## src/rtl/y86_pkg.sv

```systemverilog
// Shared Y86 encodings used by the PIPE execute stage: icodes, ALU/condition
// function codes, stat codes, and the condition evaluator.
package y86_pkg;

    localparam logic [3:0] IHALT   = 4'h0;
    localparam logic [3:0] INOP    = 4'h1;
    localparam logic [3:0] IRRMOVQ = 4'h2;
    localparam logic [3:0] IIRMOVQ = 4'h3;
    localparam logic [3:0] IRMMOVQ = 4'h4;
    localparam logic [3:0] IMRMOVQ = 4'h5;
    localparam logic [3:0] IOPQ    = 4'h6;
    localparam logic [3:0] IJXX    = 4'h7;
    localparam logic [3:0] ICALL   = 4'h8;
    localparam logic [3:0] IRET    = 4'h9;
    localparam logic [3:0] IPUSHQ  = 4'hA;
    localparam logic [3:0] IPOPQ   = 4'hB;

    localparam logic [3:0] ALU_ADD = 4'h0;
    localparam logic [3:0] ALU_SUB = 4'h1;
    localparam logic [3:0] ALU_AND = 4'h2;
    localparam logic [3:0] ALU_XOR = 4'h3;

    localparam logic [3:0] C_YES = 4'h0;
    localparam logic [3:0] C_LE  = 4'h1;
    localparam logic [3:0] C_L   = 4'h2;
    localparam logic [3:0] C_E   = 4'h3;
    localparam logic [3:0] C_NE  = 4'h4;
    localparam logic [3:0] C_GE  = 4'h5;
    localparam logic [3:0] C_G   = 4'h6;

    localparam logic [2:0] SBUB = 3'd0;
    localparam logic [2:0] SAOK = 3'd1;
    localparam logic [2:0] SHLT = 3'd2;
    localparam logic [2:0] SADR = 3'd3;
    localparam logic [2:0] SINS = 3'd4;

    localparam logic [3:0] RNONE = 4'hF;

    // cc is packed {ZF, SF, OF}
    function automatic logic cond_eval(input logic [3:0] ifun, input logic [2:0] cc);
        logic zf, sf, of;
        logic res;
        {zf, sf, of} = cc;
        case (ifun)
            C_YES:   res = 1'b1;
            C_LE:    res = (sf ^ of) | zf;
            C_L:     res = sf ^ of;
            C_E:     res = zf;
            C_NE:    res = !zf;
            C_GE:    res = !(sf ^ of);
            C_G:     res = !(sf ^ of) & !zf;
            default: res = 1'b0;
        endcase
        return res;
    endfunction

endpackage

```

## src/rtl/alu_flags.sv

```systemverilog
// Combinational Y86 ALU with ZF/SF/OF generation. Undefined function codes
// yield a zero result with OF clear.
module alu_flags
    import y86_pkg::*;
#(
    parameter int DATA_W = 64
) (
    input  logic [DATA_W-1:0] alu_a,
    input  logic [DATA_W-1:0] alu_b,
    input  logic [3:0]        fun,
    output logic [DATA_W-1:0] val_e,
    output logic              zf,
    output logic              sf,
    output logic              of
);

    logic sign_a, sign_b, sign_r;

    always_comb begin
        val_e = '0;
        case (fun)
            ALU_ADD: val_e = alu_b + alu_a;
            ALU_SUB: val_e = alu_b - alu_a;
            ALU_AND: val_e = alu_b & alu_a;
            ALU_XOR: val_e = alu_b ^ alu_a;
            default: val_e = '0;
        endcase
    end

    assign sign_a = alu_a[DATA_W-1];
    assign sign_b = alu_b[DATA_W-1];
    assign sign_r = val_e[DATA_W-1];

    always_comb begin
        of = 1'b0;
        case (fun)
            ALU_ADD: of = (sign_a == sign_b) && (sign_r != sign_a);
            ALU_SUB: of = (sign_a != sign_b) && (sign_r != sign_b);
            default: of = 1'b0;
        endcase
    end

    assign zf = (val_e == '0);
    assign sf = sign_r;

endmodule

```

## src/rtl/execute_stage_pipe.sv

```systemverilog
// PIPE Y86 execute stage: operand selection, ALU, condition codes, cmov/jXX
// condition, and the M pipeline register with stall/bubble control.
module execute_stage_pipe
    import y86_pkg::*;
#(
    parameter int DATA_W     = 64,
    parameter int REG_ID_W   = 4,
    parameter int WORD_BYTES = DATA_W / 8
) (
    input  logic                clk,
    input  logic                rst_n,
    input  logic [2:0]          E_stat,
    input  logic [3:0]          E_icode,
    input  logic [3:0]          E_ifun,
    input  logic [DATA_W-1:0]   E_valA,
    input  logic [DATA_W-1:0]   E_valB,
    input  logic [DATA_W-1:0]   E_valC,
    input  logic [REG_ID_W-1:0] E_dstE,
    input  logic [REG_ID_W-1:0] E_dstM,
    input  logic [2:0]          m_stat,
    input  logic [2:0]          W_stat,
    input  logic                M_stall,
    input  logic                M_bubble,
    output logic [DATA_W-1:0]   e_valE,
    output logic [REG_ID_W-1:0] e_dstE,
    output logic                e_cnd,
    output logic [2:0]          M_stat,
    output logic [3:0]          M_icode,
    output logic                M_cnd,
    output logic [DATA_W-1:0]   M_valE,
    output logic [DATA_W-1:0]   M_valA,
    output logic [REG_ID_W-1:0] M_dstE,
    output logic [REG_ID_W-1:0] M_dstM,
    output logic [2:0]          cc
);

    localparam logic [REG_ID_W-1:0] REG_NONE = '1;
    localparam logic [DATA_W-1:0]   STK_ADJ  = DATA_W'(WORD_BYTES);

    logic [DATA_W-1:0] alu_a, alu_b;
    logic [3:0]        alu_fun;
    logic              alu_zf, alu_sf, alu_of;
    logic              set_cc;
    logic              cnd_raw;

    logic [2:0]          cc_d, cc_q;
    logic [2:0]          mreg_stat_d, mreg_stat_q;
    logic [3:0]          mreg_icode_d, mreg_icode_q;
    logic                mreg_cnd_d, mreg_cnd_q;
    logic [DATA_W-1:0]   mreg_vale_d, mreg_vale_q;
    logic [DATA_W-1:0]   mreg_vala_d, mreg_vala_q;
    logic [REG_ID_W-1:0] mreg_dste_d, mreg_dste_q;
    logic [REG_ID_W-1:0] mreg_dstm_d, mreg_dstm_q;

    always_comb begin
        alu_a = '0;
        case (E_icode)
            IOPQ, IRRMOVQ:           alu_a = E_valA;
            IIRMOVQ, IRMMOVQ,
            IMRMOVQ:                 alu_a = E_valC;
            ICALL, IPUSHQ:           alu_a = -STK_ADJ;
            IRET, IPOPQ:             alu_a = STK_ADJ;
            default:                 alu_a = '0;
        endcase
    end

    always_comb begin
        alu_b = '0;
        case (E_icode)
            IOPQ, IRMMOVQ, IMRMOVQ,
            ICALL, IPUSHQ, IRET,
            IPOPQ:                   alu_b = E_valB;
            default:                 alu_b = '0;
        endcase
    end

    assign alu_fun = (E_icode == IOPQ) ? E_ifun : ALU_ADD;

    alu_flags #(.DATA_W(DATA_W)) u_alu (
        .alu_a (alu_a),
        .alu_b (alu_b),
        .fun   (alu_fun),
        .val_e (e_valE),
        .zf    (alu_zf),
        .sf    (alu_sf),
        .of    (alu_of)
    );

    // Condition uses the flags from older instructions, not this one's ALU result
    assign cnd_raw = cond_eval(E_ifun, cc_q);
    assign e_cnd   = ((E_icode == IJXX) || (E_icode == IRRMOVQ)) ? cnd_raw : 1'b0;
    assign e_dstE  = ((E_icode == IRRMOVQ) && !e_cnd) ? REG_NONE : E_dstE;

    // A faulting instruction ahead in M or W must not see CC side effects from this one
    assign set_cc = (E_icode == IOPQ) && (E_ifun <= ALU_XOR) && (E_stat == SAOK) &&
                    ((m_stat == SAOK) || (m_stat == SBUB)) &&
                    ((W_stat == SAOK) || (W_stat == SBUB)) && !M_stall;

    always_comb begin
        cc_d = cc_q;
        if (set_cc) cc_d = {alu_zf, alu_sf, alu_of};
    end

    always_comb begin
        mreg_stat_d  = mreg_stat_q;
        mreg_icode_d = mreg_icode_q;
        mreg_cnd_d   = mreg_cnd_q;
        mreg_vale_d  = mreg_vale_q;
        mreg_vala_d  = mreg_vala_q;
        mreg_dste_d  = mreg_dste_q;
        mreg_dstm_d  = mreg_dstm_q;
        if (M_stall) begin
            mreg_stat_d = mreg_stat_q;
        end else if (M_bubble) begin
            mreg_stat_d  = SBUB;
            mreg_icode_d = INOP;
            mreg_cnd_d   = 1'b0;
            mreg_vale_d  = '0;
            mreg_vala_d  = '0;
            mreg_dste_d  = REG_NONE;
            mreg_dstm_d  = REG_NONE;
        end else begin
            mreg_stat_d  = E_stat;
            mreg_icode_d = E_icode;
            mreg_cnd_d   = e_cnd;
            mreg_vale_d  = e_valE;
            mreg_vala_d  = E_valA;
            mreg_dste_d  = e_dstE;
            mreg_dstm_d  = E_dstM;
        end
    end

    always_ff @(posedge clk) begin
        if (!rst_n) begin
            cc_q         <= 3'b100;
            mreg_stat_q  <= SBUB;
            mreg_icode_q <= INOP;
            mreg_cnd_q   <= 1'b0;
            mreg_vale_q  <= '0;
            mreg_vala_q  <= '0;
            mreg_dste_q  <= REG_NONE;
            mreg_dstm_q  <= REG_NONE;
        end else begin
            cc_q         <= cc_d;
            mreg_stat_q  <= mreg_stat_d;
            mreg_icode_q <= mreg_icode_d;
            mreg_cnd_q   <= mreg_cnd_d;
            mreg_vale_q  <= mreg_vale_d;
            mreg_vala_q  <= mreg_vala_d;
            mreg_dste_q  <= mreg_dste_d;
            mreg_dstm_q  <= mreg_dstm_d;
        end
    end

    assign cc      = cc_q;
    assign M_stat  = mreg_stat_q;
    assign M_icode = mreg_icode_q;
    assign M_cnd   = mreg_cnd_q;
    assign M_valE  = mreg_vale_q;
    assign M_valA  = mreg_vala_q;
    assign M_dstE  = mreg_dste_q;
    assign M_dstM  = mreg_dstm_q;

endmodule

```

## config.mk

```make
export PLATFORM = sky130hd
export DESIGN_NAME = execute_stage_pipe
export DESIGN_NICKNAME = d
export VERILOG_FILES = /design/src/rtl/y86_pkg.sv /design/src/rtl/alu_flags.sv /design/src/rtl/execute_stage_pipe.sv
export SDC_FILE = /design/constraint.sdc
export NUM_CORES = 1
export LEC_CHECK = 0
export ABC_AREA = 1
export BUFFER_PORTS_ARGS = -buffer_cell sky130_fd_sc_hd__buf_2
export CORE_AREA = 5 5 238 240
export DETAILED_ROUTE_END_ITERATION = 16
export DIE_AREA = 0 0 243 245
export PLACE_DENSITY = 0.6
export SKIP_LAST_GASP = 1
export SYNTH_ARGS = -nofsm -noshare
export SYNTH_HDL_FRONTEND = slang
export SYNTH_HIERARCHICAL = 1
export SYNTH_SLANG_ARGS = --single-unit
export TNS_END_PERCENT = 50
```

## constraint.sdc

```tcl
create_clock -name clk -period 10.2 [get_ports clk]
set_input_delay 0.51 -clock clk [delete_from_list [all_inputs] [get_ports clk]]
set_output_delay 0.51 -clock clk [all_outputs]
set_load 0.01 [all_outputs]
```

==> results.tsv <==
metric	value	unit
synth_seq_area_share	0.172	
vias_in_the_first_global_route	19000	
synth.ff_latch_count	147	
synth_warnings	6	
post_drt_via_cell_ratio	4.97	
post_synth_and_or_nand_nor_area_fraction	0.410	
crit_path_frequent_cell	sky130_fd_sc_hd__nand2_1	
synth_area	17100	µm²
area_delta_synth_final	19.7	%
timing.critical_path.from_type	primary input	
wirelength	79.1	mm
finalClockSkew	0.0136	ns
leakage	0.0115	µW
max-slew-margin-rel	0.288	
detailed_place.area	19800	µm²
avgSynthCellArea	5.56	µm²
reg2reg_depth	11	
synthXorXnorAreaFrac	0.0333	
fp.dieH	245	µm
vdd_drop_max	0.103	mV
io_buffers	434	
syn-instance-count	3073	
rsz0062_at_grt	no	
postRouteAntennaNets	0	
initial_utilization	0.314	
status	finished, final reports clean	
tritoncts_num_sinks	147	
grt_overflow	0	
grt_first_pass_wirelength	117	mm
floorplan.die_area	59500	µm²
timing.max_cap.violations	0	
cts.clk_slew.worst_paths	0.07	ns
antenna_found_initial	3	
dp_hpwl	64.9	mm
fmax	0.137	GHz
drc	0	
fin_crit	7.28	ns
crit_arrival	6.77	ns
crit_slowest_cell	sky130_fd_sc_hd__nor2_4	
cts_buffers	17	
clock_path_buffers	2	
setup_viol	0	
hold_path_depth	3	
postSynth.asyncResetShare	0	
design.final.nets	3786	
grt_max_degree	94	
synth_enable_flop_cells	0	
synth.area.mux_share	0	
gp_congestion	1.00	
rr_startpoint	cc[2]	
timing.critical_path.required	9.69	ns
synth_top_family_by_area	simple AND/OR/NAND/NOR gates	
crit_path_max_fanout	51	
rows	86	
final_hold_viol_count	0	
max_slew.worst_pin.slew	1.07	ns
worst_skew_late_latency	0.44	ns
power-per-cell-area	116	nW/µm²
report.final.slew_viol_count	0	
synth-compound-area-share	0.141	
tritoncts	yes	
hold_buffers	0	
ios	437	
fin_tns_setup	0	ns
drt_pass1_iterations	5	
core_region_area	54400	µm²
worst_hold_startpoint	E_dstM[2]	
cpPeakStageDelay	0.82	ns
cts.htree.levels	4	
setup.worst_path.end_class	primary output	
post_cts.repair.setup_buffers	0	
vias	20600	
route.detailed.wl_per_inst	19.0	µm
timing.setup.critical_path_class	primary input to primary output	
rr_endpoint	M_dstE[1]	
setup_slack_of_the_worst_register_to_register_path	8.85	ns
global_route_usage_over_all_layers	0.251	
synth.distinct_cells	47	
drtIter0Drc	1776	
synth-adder-area-share	0.0949	
worst_hold_path.endpoint	M_dstM[2]	
filler_cell_count	6234	
hold_path.class	primary input to flip-flop	
cell_area_after_layout	20500	µm²
final_min_period_over_clock_period	0.714	
cts_root_buffer	sky130_fd_sc_hd__clkbuf_16	
horizontal_die_dimension	243	µm
quantity_of_gates_resized_following_cts	0	
synth_flop_cell	sky130_fd_sc_hd__dfxtp_1	
drive_gt1_frac	0.172	
synthesis.nets	3423	
per-layer routing:
metal,global-route usage,wire [µm],vias up
li1,-,-,10300
met1,0.342,35000,9322
met2,0.408,35700,837
met3,0.0395,5580,145
met4,0.0798,2700,2
met5,0,9,-
flip-flops by register name, summed over array words and instances, names as in the netlist:
signal / cells
M_dstE: 4
M_cnd: 1
M_valE: 64
M_icode: 4
M_stat: 3
cc: 3
M_dstM: 4
M_valA: 64
cell usage after synthesis (19+ instances only):
master / instances / area [µm²]
sky130_fd_sc_hd__a21oi_1: 200 / 1000
sky130_fd_sc_hd__a22oi_1: 61 / 458
sky130_fd_sc_hd__buf_2: 38 / 190
sky130_fd_sc_hd__clkbuf_1: 46 / 173
sky130_fd_sc_hd__dfxtp_1: 147 / 2940
sky130_fd_sc_hd__ha_1: 128 / 1600
sky130_fd_sc_hd__inv_1: 536 / 2010
sky130_fd_sc_hd__inv_2: 19 / 71.3
sky130_fd_sc_hd__nand2_1: 1052 / 3950
sky130_fd_sc_hd__nand3_1: 169 / 846
sky130_fd_sc_hd__nand4_1: 20 / 125
sky130_fd_sc_hd__nor2_1: 293 / 1100
sky130_fd_sc_hd__nor2_2: 34 / 213
sky130_fd_sc_hd__nor3_1: 27 / 135
sky130_fd_sc_hd__o211ai_1: 61 / 458
sky130_fd_sc_hd__o21ai_0: 44 / 220
sky130_fd_sc_hd__xnor2_1: 31 / 272
sky130_fd_sc_hd__xor2_1: 34 / 298
power breakdown:
part | switching [µW] | total (µW) | internal, µW
clock | 284 | 696 | 413
combinational | 744 | 1070 | 321
sequential | 12.8 | 615 | 602
logic make-up after synthesis:
| group | count (synthesis) |
|---|---|
| compound gates | 400 |
| buf+inv | 659 |
| fa+ha+maj | 129 |
| xor+xnor | 65 |
| simple gates | 1673 |
| flops | 147 |
layout by cell type, fill, tap and decap left out, drive strengths merged, types with 3 or more instances in the layout:
cell type,instances
nor2,339
o21ai,52
bufinv,4
o22ai,5
nand4,20
o31ai,3
nand3,180
a211oi,4
buf,447
nand3b,9
o211ai,61
nor4,14
and3,3
a21oi,205
nand2,1069
nor3,33
clkbuf,17
dfxtp,147
ha,128
and2,6
xnor2,31
clkinv,6
a22oi,61
o21bai,3
inv,560
xor2,34
critical path, delay by kind of cell:
| kind | cells | cell delay [ns] |
|---|---|---|
| adder cells (fa/ha/maj) | 1 | 0.35 |
| XOR/XNOR | 1 | 0.24 |
| AND/OR/NAND/NOR | 15 | 2.38 |
| buffers and inverters | 8 | 2.11 |
| AO/OA/AOI/OAI | 4 | 1.11 |
layout make-up:
| class | instances | area (µm²) | area share |
|---|---|---|---|
| Clock inverter | 14 | 203 | 0.00991 |
| Timing Repair Buffer | 447 | 2270 | 0.111 |
| Antenna cell | 2 | 5.00 | 0.000245 |
| Clock buffer | 17 | 425 | 0.0208 |
| Tap cell | 704 | 881 | 0.0431 |
| Inverter | 556 | 2090 | 0.102 |
| Multi-Input combinational cell | 2267 | 11600 | 0.569 |
| Sequential cell | 147 | 2940 | 0.144 |
per-stage QoR:
step	hold WS, ns	cells	power (µW)	setup slack, ns	util
4_1_cts	0.273	4152	2370	3.01	0.376
3_3_place_gp	0.447	4121	1670	2.88	0.364
3_5_place_dp	0.452	4121	1670	2.81	0.364
6_report	0.288	4154	2380	2.92	0.376
5_1_grt	0.295	4154	2510	2.54	0.376
2_1_floorplan	0.481	3073	1260	5.53	-
how the worst max path moves through the flow:
stage          cells past startpoint         end  slack, ns       start
2_1_floorplan                     34  e_valE[63]       5.53  E_icode[3]
3_3_place_gp                      34       cc[2]       2.88  E_icode[2]
3_5_place_dp                      35       cc[2]       2.81  E_icode[2]
4_1_cts                           29  e_valE[63]       3.01  E_icode[2]
5_1_grt                           31  e_valE[63]       2.54  E_icode[2]
6_report                          29  e_valE[63]       2.92  E_icode[1]
Note: power is estimated with default switching activity, not from simulation.
